[config.mk]
export PLATFORM = sky130hd
export DESIGN_NAME = lif_spike_rate_monitor
export DESIGN_NICKNAME = d
export VERILOG_FILES = /design/src/rtl/lif_pkg.sv /design/src/rtl/lif_rate_result_reg.sv /design/src/rtl/lif_spike_rate_monitor.sv
export SDC_FILE = /design/constraint.sdc
export NUM_CORES = 1
export LEC_CHECK = 0
export ABC_AREA = 1
export CAP_MARGIN = 20
export CELL_PAD_IN_SITES_DETAIL_PLACEMENT = 2
export CELL_PAD_IN_SITES_GLOBAL_PLACEMENT = 2
export CORE_ASPECT_RATIO = 1.2
export CORE_MARGIN = 2
export CORE_UTILIZATION = 26
export CTS_CLUSTER_SIZE = 20
export DETAILED_ROUTE_END_ITERATION = 8
export PLACE_DENSITY = 0.87
export SLEW_MARGIN = 40
export SYNTH_ARGS = -nofsm -noshare
export SYNTH_HDL_FRONTEND = slang
export SYNTH_SLANG_ARGS = --single-unit
[constraint.sdc]
create_clock -name clk -period 1.7 [get_ports clk]
set_clock_uncertainty 0.05 [all_clocks]
set_input_delay 0.34 -clock clk [delete_from_list [all_inputs] [get_ports clk]]
set_output_delay 0.34 -clock clk [all_outputs]
set_load 0.03 [all_outputs]
[src/rtl/lif_pkg.sv]
// Shared types and default widths for the LIF neuron and its spike-rate monitor.
package lif_pkg;

  localparam int unsigned WIN_W   = 8;
  localparam int unsigned CNT_W   = 8;
  localparam int unsigned VMEM_W  = 7;
  localparam int unsigned CNT_MAX = (1 << CNT_W) - 1;

  typedef enum logic {
    IDLE  = 1'b0,
    COUNT = 1'b1
  } state_e;

endpackage

[src/rtl/lif_rate_result_reg.sv]
// Single-entry result buffer: valid/ready handshake, drop-when-full and sticky overrun.
module lif_rate_result_reg #(
  parameter int unsigned WIN_W  = lif_pkg::WIN_W,
  parameter int unsigned CNT_W  = lif_pkg::CNT_W,
  parameter int unsigned VMEM_W = lif_pkg::VMEM_W
) (
  input  logic              clk,
  input  logic              rst_n,
  input  logic              load,
  input  logic [CNT_W-1:0]  count_in,
  input  logic [VMEM_W-1:0] peak_in,
  input  logic [WIN_W-1:0]  isi_in,
  input  logic              res_ready,
  input  logic              clr_ovr,
  output logic              res_valid,
  output logic [CNT_W-1:0]  res_count,
  output logic [VMEM_W-1:0] res_peak,
  output logic [WIN_W-1:0]  res_min_isi,
  output logic              overrun
);

  logic              valid_q;
  logic [CNT_W-1:0]  count_q;
  logic [VMEM_W-1:0] peak_q;
  logic [WIN_W-1:0]  isi_q;
  logic              ovr_q;
  logic              has_room;

  // The slot can take a new record if empty or being drained this cycle.
  assign has_room = !valid_q || res_ready;

  always_ff @(posedge clk or negedge rst_n) begin
    if (!rst_n) begin
      valid_q <= 1'b0;
      count_q <= '0;
      peak_q  <= '0;
      isi_q   <= '0;
      ovr_q   <= 1'b0;
    end else begin
      if (load && has_room) begin
        valid_q <= 1'b1;
        count_q <= count_in;
        peak_q  <= peak_in;
        isi_q   <= isi_in;
      end else if (res_ready) begin
        valid_q <= 1'b0;
      end
      // Set wins over a simultaneous clear.
      if (load && !has_room) begin
        ovr_q <= 1'b1;
      end else if (clr_ovr) begin
        ovr_q <= 1'b0;
      end
    end
  end

  assign res_valid   = valid_q;
  assign res_count   = count_q;
  assign res_peak    = peak_q;
  assign res_min_isi = isi_q;
  assign overrun     = ovr_q;

endmodule

[src/rtl/lif_spike_rate_monitor.sv]
// Windowed spike-count / peak-membrane monitor for the LIF neuron.
// Optional minimum inter-spike interval tracking under LIF_SPIKE_RATE_ISI_EN.
module lif_spike_rate_monitor
  import lif_pkg::state_e;
  import lif_pkg::IDLE;
  import lif_pkg::COUNT;
#(
  parameter int unsigned WIN_W  = lif_pkg::WIN_W,
  parameter int unsigned CNT_W  = lif_pkg::CNT_W,
  parameter int unsigned VMEM_W = lif_pkg::VMEM_W
) (
  input  logic              clk,
  input  logic              rst_n,
  input  logic              enable,
  input  logic              spike_in,
  input  logic [VMEM_W-1:0] v_mem_in,
  input  logic [WIN_W-1:0]  win_len,
  input  logic              res_ready,
  input  logic              clr_ovr,
  output logic              res_valid,
  output logic [CNT_W-1:0]  res_count,
  output logic [VMEM_W-1:0] res_peak,
  output logic [WIN_W-1:0]  res_min_isi,
  output logic              busy,
  output logic              overrun
);

  localparam logic [CNT_W-1:0] CNT_SAT = {CNT_W{1'b1}};

  state_e            state_q, state_d;
  logic [WIN_W-1:0]  win_cnt_q, win_cnt_d;
  logic [CNT_W-1:0]  acc_count_q, acc_count_d, count_smp;
  logic [VMEM_W-1:0] acc_peak_q, acc_peak_d, peak_smp;
  logic [WIN_W-1:0]  min_isi_smp;
  logic              sample, done, reload, clear_acc, acc_en;

  assign sample = (state_q == COUNT) && enable;
  assign done   = sample && (win_cnt_q == WIN_W'(1));
  assign reload = enable && (win_len != '0);

  // Accumulator values including the current sample.
  assign count_smp = (acc_count_q == CNT_SAT) ? acc_count_q : acc_count_q + CNT_W'(spike_in);
  assign peak_smp  = (v_mem_in > acc_peak_q) ? v_mem_in : acc_peak_q;

  always_comb begin
    state_d   = state_q;
    win_cnt_d = win_cnt_q;
    clear_acc = 1'b0;
    acc_en    = 1'b0;
    case (state_q)
      IDLE: begin
        if (reload) begin
          state_d   = COUNT;
          win_cnt_d = win_len;
          clear_acc = 1'b1;
        end
      end
      COUNT: begin
        if (done) begin
          clear_acc = 1'b1;
          if (reload) begin
            win_cnt_d = win_len;
          end else begin
            state_d   = IDLE;
            win_cnt_d = '0;
          end
        end else if (sample) begin
          acc_en    = 1'b1;
          win_cnt_d = win_cnt_q - WIN_W'(1);
        end
      end
      default: state_d = IDLE;
    endcase
  end

  always_comb begin
    acc_count_d = acc_count_q;
    acc_peak_d  = acc_peak_q;
    if (clear_acc) begin
      acc_count_d = '0;
      acc_peak_d  = '0;
    end else if (acc_en) begin
      acc_count_d = count_smp;
      acc_peak_d  = peak_smp;
    end
  end

  always_ff @(posedge clk or negedge rst_n) begin
    if (!rst_n) begin
      state_q     <= IDLE;
      win_cnt_q   <= '0;
      acc_count_q <= '0;
      acc_peak_q  <= '0;
    end else begin
      state_q     <= state_d;
      win_cnt_q   <= win_cnt_d;
      acc_count_q <= acc_count_d;
      acc_peak_q  <= acc_peak_d;
    end
  end

`ifdef LIF_SPIKE_RATE_ISI_EN
  localparam logic [WIN_W-1:0] GAP_SAT = {WIN_W{1'b1}};

  logic [WIN_W-1:0] gap_q, min_isi_q, gap_inc;
  logic             seen_q;

  // gap_inc is the interval to a spike arriving in this sample.
  assign gap_inc     = (gap_q == GAP_SAT) ? gap_q : gap_q + WIN_W'(1);
  assign min_isi_smp = (spike_in && seen_q && (gap_inc < min_isi_q)) ? gap_inc : min_isi_q;

  always_ff @(posedge clk or negedge rst_n) begin
    if (!rst_n) begin
      gap_q     <= '0;
      seen_q    <= 1'b0;
      min_isi_q <= '0;
    end else if (clear_acc) begin
      gap_q     <= '0;
      seen_q    <= 1'b0;
      min_isi_q <= GAP_SAT;
    end else if (acc_en) begin
      gap_q     <= spike_in ? '0 : gap_inc;
      seen_q    <= seen_q | spike_in;
      min_isi_q <= min_isi_smp;
    end
  end
`else
  assign min_isi_smp = '0;
`endif

  lif_rate_result_reg #(
    .WIN_W (WIN_W),
    .CNT_W (CNT_W),
    .VMEM_W(VMEM_W)
  ) u_result (
    .clk        (clk),
    .rst_n      (rst_n),
    .load       (done),
    .count_in   (count_smp),
    .peak_in    (peak_smp),
    .isi_in     (min_isi_smp),
    .res_ready  (res_ready),
    .clr_ovr    (clr_ovr),
    .res_valid  (res_valid),
    .res_count  (res_count),
    .res_peak   (res_peak),
    .res_min_isi(res_min_isi),
    .overrun    (overrun)
  );

  assign busy = (state_q == COUNT);

endmodule

==> impl_metrics.prom <==
# TYPE chip_impl_metric gauge
chip_impl_info{name="run_status",value="finished with violations"} 1
chip_impl_info{name="failed_checks",value="setup timing"} 1
chip_impl_metric{name="utilization",unit="%"} 40.4
chip_impl_metric{name="multiInputGateArea",unit="um2"} 1550
chip_impl_metric{name="grt_use_total",unit="%"} 19.9
chip_impl_metric{name="cp.required",unit="ns"} 1.80
chip_impl_metric{name="grt_pass1_wl",unit="um"} 16200
chip_impl_metric{name="pre_cts_slack",unit="ns"} -0.562
chip_impl_metric{name="die_h",unit="um"} 112
chip_impl_metric{name="count_of_state_elements_after_synthesis",unit=""} 41
chip_impl_metric{name="die_width",unit="um"} 93.9
chip_impl_metric{name="fillerInstances",unit=""} 1071
chip_impl_info{name="cp-startpoint",value="acc_peak_q[1]$_DFFE_PN0P_"} 1
chip_impl_metric{name="logic_gate_share_of_total_power",unit="%"} 53.2
chip_impl_info{name="setup_repair_after_global_routing_missed_its_margin",value="yes"} 1
chip_impl_info{name="timing.setup.critical_path_class",value="flop to flop"} 1
chip_impl_metric{name="seq_area",unit="um2"} 1030
chip_impl_metric{name="core_area",unit="um2"} 9470
chip_impl_metric{name="data_arrival_at_the_endpoint_of_the_critical_path",unit="ns"} 1.98
chip_impl_metric{name="num_io_pins",unit=""} 47
chip_impl_metric{name="internal_power",unit="W"} 0.00329
chip_impl_metric{name="seq_area_frac_synth",unit="%"} 40.7
chip_impl_info{name="startpoint_type",value="flop"} 1
chip_impl_info{name="cp-end-kind",value="flop"} 1
chip_impl_metric{name="clock.fmax",unit="MHz"} 533
chip_impl_metric{name="drt_pass1_iterations",unit=""} 4
chip_impl_info{name="rr_endpoint",value="acc_peak_q[6]$_DFFE_PN0P_"} 1
chip_impl_metric{name="grt_start_max_net_pins",unit=""} 42
chip_impl_info{name="worst_r2r_startpoint",value="acc_peak_q[1]$_DFFE_PN0P_"} 1
chip_impl_metric{name="detail_route.wl_per_cell",unit="um"} 20.3
chip_impl_info{name="cts-root-buf",value="sky130_fd_sc_hd__clkbuf_16"} 1
chip_impl_metric{name="setup-tns-final",unit="ns"} -1.20
chip_impl_metric{name="dpl.hpwl",unit="um"} 6810
chip_impl_metric{name="htreeDepth",unit=""} 2
chip_impl_metric{name="cts.reportedPaths.clkPinSlew",unit="ns"} 0.07
chip_impl_metric{name="worst_slack",unit="ns"} -0.178
chip_impl_metric{name="synth.distinct_cells",unit=""} 23
chip_impl_metric{name="p_switching",unit="W"} 0.00277
chip_impl_metric{name="sw_frac_of_total",unit="%"} 45.8
chip_impl_metric{name="drc_errors",unit=""} 0
chip_impl_info{name="critical_path.endpoint",value="acc_peak_q[6]$_DFFE_PN0P_"} 1
chip_impl_metric{name="detailedRoute.firstIterationViolations",unit=""} 102
chip_impl_metric{name="synth_area",unit="um2"} 2520
chip_impl_metric{name="finish.net_count",unit=""} 468
chip_impl_metric{name="initial_utilization",unit="%"} 26.6
chip_impl_metric{name="die_area",unit="um2"} 10500
chip_impl_info{name="holdCritPathClass",value="flop to flop"} 1
chip_impl_metric{name="fin_area",unit="um2"} 3820
chip_impl_metric{name="grt_overflow",unit=""} 0
chip_impl_metric{name="r2r_setup_slack",unit="ns"} -0.18
chip_impl_metric{name="std_cell_rows",unit=""} 39
chip_impl_metric{name="post_route_cells_drive_above_1_share",unit="%"} 28.1
chip_impl_metric{name="clock_latency",unit="ns"} 0.30
chip_impl_metric{name="post_detailed_route_via_to_cell_ratio",unit=""} 4.91
chip_impl_metric{name="num_antenna_cells",unit=""} 0
chip_impl_metric{name="yosys_warnings",unit=""} 0
chip_impl_metric{name="cap_violations",unit=""} 0
chip_impl_metric{name="hold_ws",unit="ns"} 0.425
chip_impl_metric{name="power_density",unit="nW/um2"} 1580
chip_impl_metric{name="route.vias.total",unit=""} 2747
chip_impl_metric{name="number_of_failing_hold_endpoints_at_the_final_stage",unit=""} 0
chip_impl_metric{name="setup_violations",unit=""} 14
chip_impl_metric{name="final_min_period_over_clock_period",unit="%"} 110
chip_impl_metric{name="path_max_fanout",unit=""} 7
chip_impl_metric{name="buffer_ports.inserted",unit=""} 38
chip_impl_metric{name="drv_slew",unit=""} 0
chip_impl_metric{name="netlist_instances",unit=""} 357
chip_impl_metric{name="number_of_global_route_vias_before_repair",unit=""} 3097
chip_impl_metric{name="power.share.clock",unit="%"} 19.6
chip_impl_metric{name="routed_wirelength",unit="um"} 11400
chip_impl_metric{name="growth_of_design_area_from_synthesis_to_finish",unit="%"} 51.8
chip_impl_metric{name="tritoncts_num_sinks",unit=""} 41
chip_impl_metric{name="p_leak",unit="nW"} 1.98
chip_impl_metric{name="syn_area_per_cell",unit="um2"} 7.06
chip_impl_info{name="most_frequent_cells_in_the_layout",value="sky130_fd_sc_hd__nand2_1 (105), sky130_fd_sc_hd__nand3_1 (46), sky130_fd_sc_hd__inv_1 (40), sky130_fd_sc_hd__dfrtp_1 (40), sky130_fd_sc_hd__buf_4 (34)"} 1
chip_impl_metric{name="irDropWorstVdd",unit="V"} 0.000486
chip_impl_metric{name="placed_area",unit="um2"} 3230
chip_impl_metric{name="clockBufferDepth",unit=""} 2
chip_impl_metric{name="tritoncts.num_buffers",unit=""} 5
chip_impl_metric{name="reg2regPathDepth",unit=""} 10
chip_impl_metric{name="antenna_violations_before_repair",unit=""} 0
chip_impl_info{name="cts_tree",value="done"} 1
chip_impl_metric{name="seq_power_share",unit="%"} 27.2
chip_impl_metric{name="shortest_period_the_worst_path_allows",unit="ns"} 1.88
chip_impl_metric{name="final_antenna_net_count",unit=""} 0
chip_impl_info{name="most_frequent_standard_cell_in_the_layout_excluding_fill_and_tap_cells",value="sky130_fd_sc_hd__nand2_1"} 1
chip_impl_metric{name="gp_routability_congestion",unit=""} 0.831
[per-stage QoR]
stage	cells	total power, W
CTS	553	0.00542
detailed placement	541	0.00410
floorplan	364	0.00303
finish	560	0.00606
global route	560	0.00648
global placement	541	0.00389
[timing repair]
item / 4_1_cts / 5_1_grt
gates resized for setup: 52 / 62
hold buffers: 1 / 0
hold endpoints to repair: 41 / 0
endpoints found under the setup margin: 52 / 38
pin swaps: 14 / 26
setup buffers: 3 / 7
[cells in the mapped netlist]
cell,instances,share of area (%)
sky130_fd_sc_hd__a21oi_1,2,0.40
sky130_fd_sc_hd__buf_2,3,0.60
sky130_fd_sc_hd__buf_4,10,3.0
sky130_fd_sc_hd__buf_6,1,0.45
sky130_fd_sc_hd__clkbuf_1,2,0.30
sky130_fd_sc_hd__conb_1,1,0.15
sky130_fd_sc_hd__dfrtp_1,41,41
sky130_fd_sc_hd__ha_1,11,5.5
sky130_fd_sc_hd__inv_1,49,7.3
sky130_fd_sc_hd__inv_2,2,0.30
sky130_fd_sc_hd__nand2_1,122,18
sky130_fd_sc_hd__nand2_2,1,0.25
sky130_fd_sc_hd__nand3_1,62,12
sky130_fd_sc_hd__nand4_1,6,1.5
sky130_fd_sc_hd__nor2_1,15,2.2
sky130_fd_sc_hd__nor2_2,4,0.99
sky130_fd_sc_hd__nor2_4,1,0.45
sky130_fd_sc_hd__nor3_1,1,0.20
sky130_fd_sc_hd__nor3_2,1,0.40
sky130_fd_sc_hd__o21ai_0,18,3.6
sky130_fd_sc_hd__o22ai_1,1,0.25
sky130_fd_sc_hd__xnor2_1,2,0.70
sky130_fd_sc_hd__xor2_1,1,0.35
[worst max-delay path, cell delays in order, from the launching register on]
cell and delay [ns]:
sky130_fd_sc_hd__dfrtp_1 0.38, sky130_fd_sc_hd__inv_1 0.11, sky130_fd_sc_hd__ha_4 0.29, sky130_fd_sc_hd__nand3_1 0.11, sky130_fd_sc_hd__nand2_1 0.09, sky130_fd_sc_hd__nand2_1 0.08, sky130_fd_sc_hd__nand2_2 0.15, sky130_fd_sc_hd__buf_12 0.17
sky130_fd_sc_hd__nand2_2 0.07, sky130_fd_sc_hd__nand3_1 0.08, sky130_fd_sc_hd__o21ai_0 0.14
[cells by family after synthesis]
logic type	count (synthesis)	share of synthesized area (%)
compound gates	21	4.22
xor+xnor	3	1.04
fa+ha+maj	11	5.46
buf+inv	67	11.9
flops	41	40.7
other cells	1	0.149
simple gates	213	36.5
[sequential cells by signal (all words and copies together), names as in the netlist]
name,flops
busy,1
acc_count_q,8
u_result.res_valid,1
win_cnt_q,8
u_result.res_count,8
acc_peak_q,7
u_result.res_peak,7
u_result.overrun,1
[layer usage]
metal | routed length [um] | track usage, %
met5 | 0 | 0
met1 | 4540 | 21.5
met3 | 386 | 4.74
met4 | 364 | 8.60
met2 | 6090 | 36.3
[how the worst min path moves through the flow]
stage | start | end | slack, ns | cells after the start
final | u_result.res_count[2]$_DFFE_PN0P_ | u_result.res_count[2]$_DFFE_PN0P_ | 0.42 | 2
after global routing | u_result.res_count[0]$_DFFE_PN0P_ | u_result.res_count[0]$_DFFE_PN0P_ | 0.47 | 2
after CTS | u_result.res_count[7]$_DFFE_PN0P_ | u_result.res_count[7]$_DFFE_PN0P_ | 0.43 | 2
after detailed placement | rst_n | acc_peak_q[0]$_DFFE_PN0P_ | 0.29 | 2
after global placement | rst_n | u_result.res_peak[0]$_DFFE_PN0P_ | 0.28 | 2
after floorplan | rst_n | acc_count_q[0]$_DFFE_PN0P_ | -0.006 | 0
[power by group through the flow]
stage,Sequential [W],Combinational [W],Clock (W)
2_1_floorplan,0.00175,0.00128,0
3_3_place_gp,0.00156,0.00232,0
3_5_place_dp,0.00161,0.00250,0
4_1_cts,0.00159,0.00265,0.00118
5_1_grt,0.00169,0.00355,0.00124
6_report,0.00165,0.00322,0.00119
[cell type report]
class / count / share of cell area [%]
Timing Repair Buffer: 81 / 18.9
Sequential cell: 41 / 26.9
Multi-Input combinational cell: 256 / 40.5
Clock inverter: 2 / 0.981
Tap cell: 123 / 4.02
Clock buffer: 6 / 3.63
Inverter: 51 / 5.07
(Power assumes the default switching activity.)
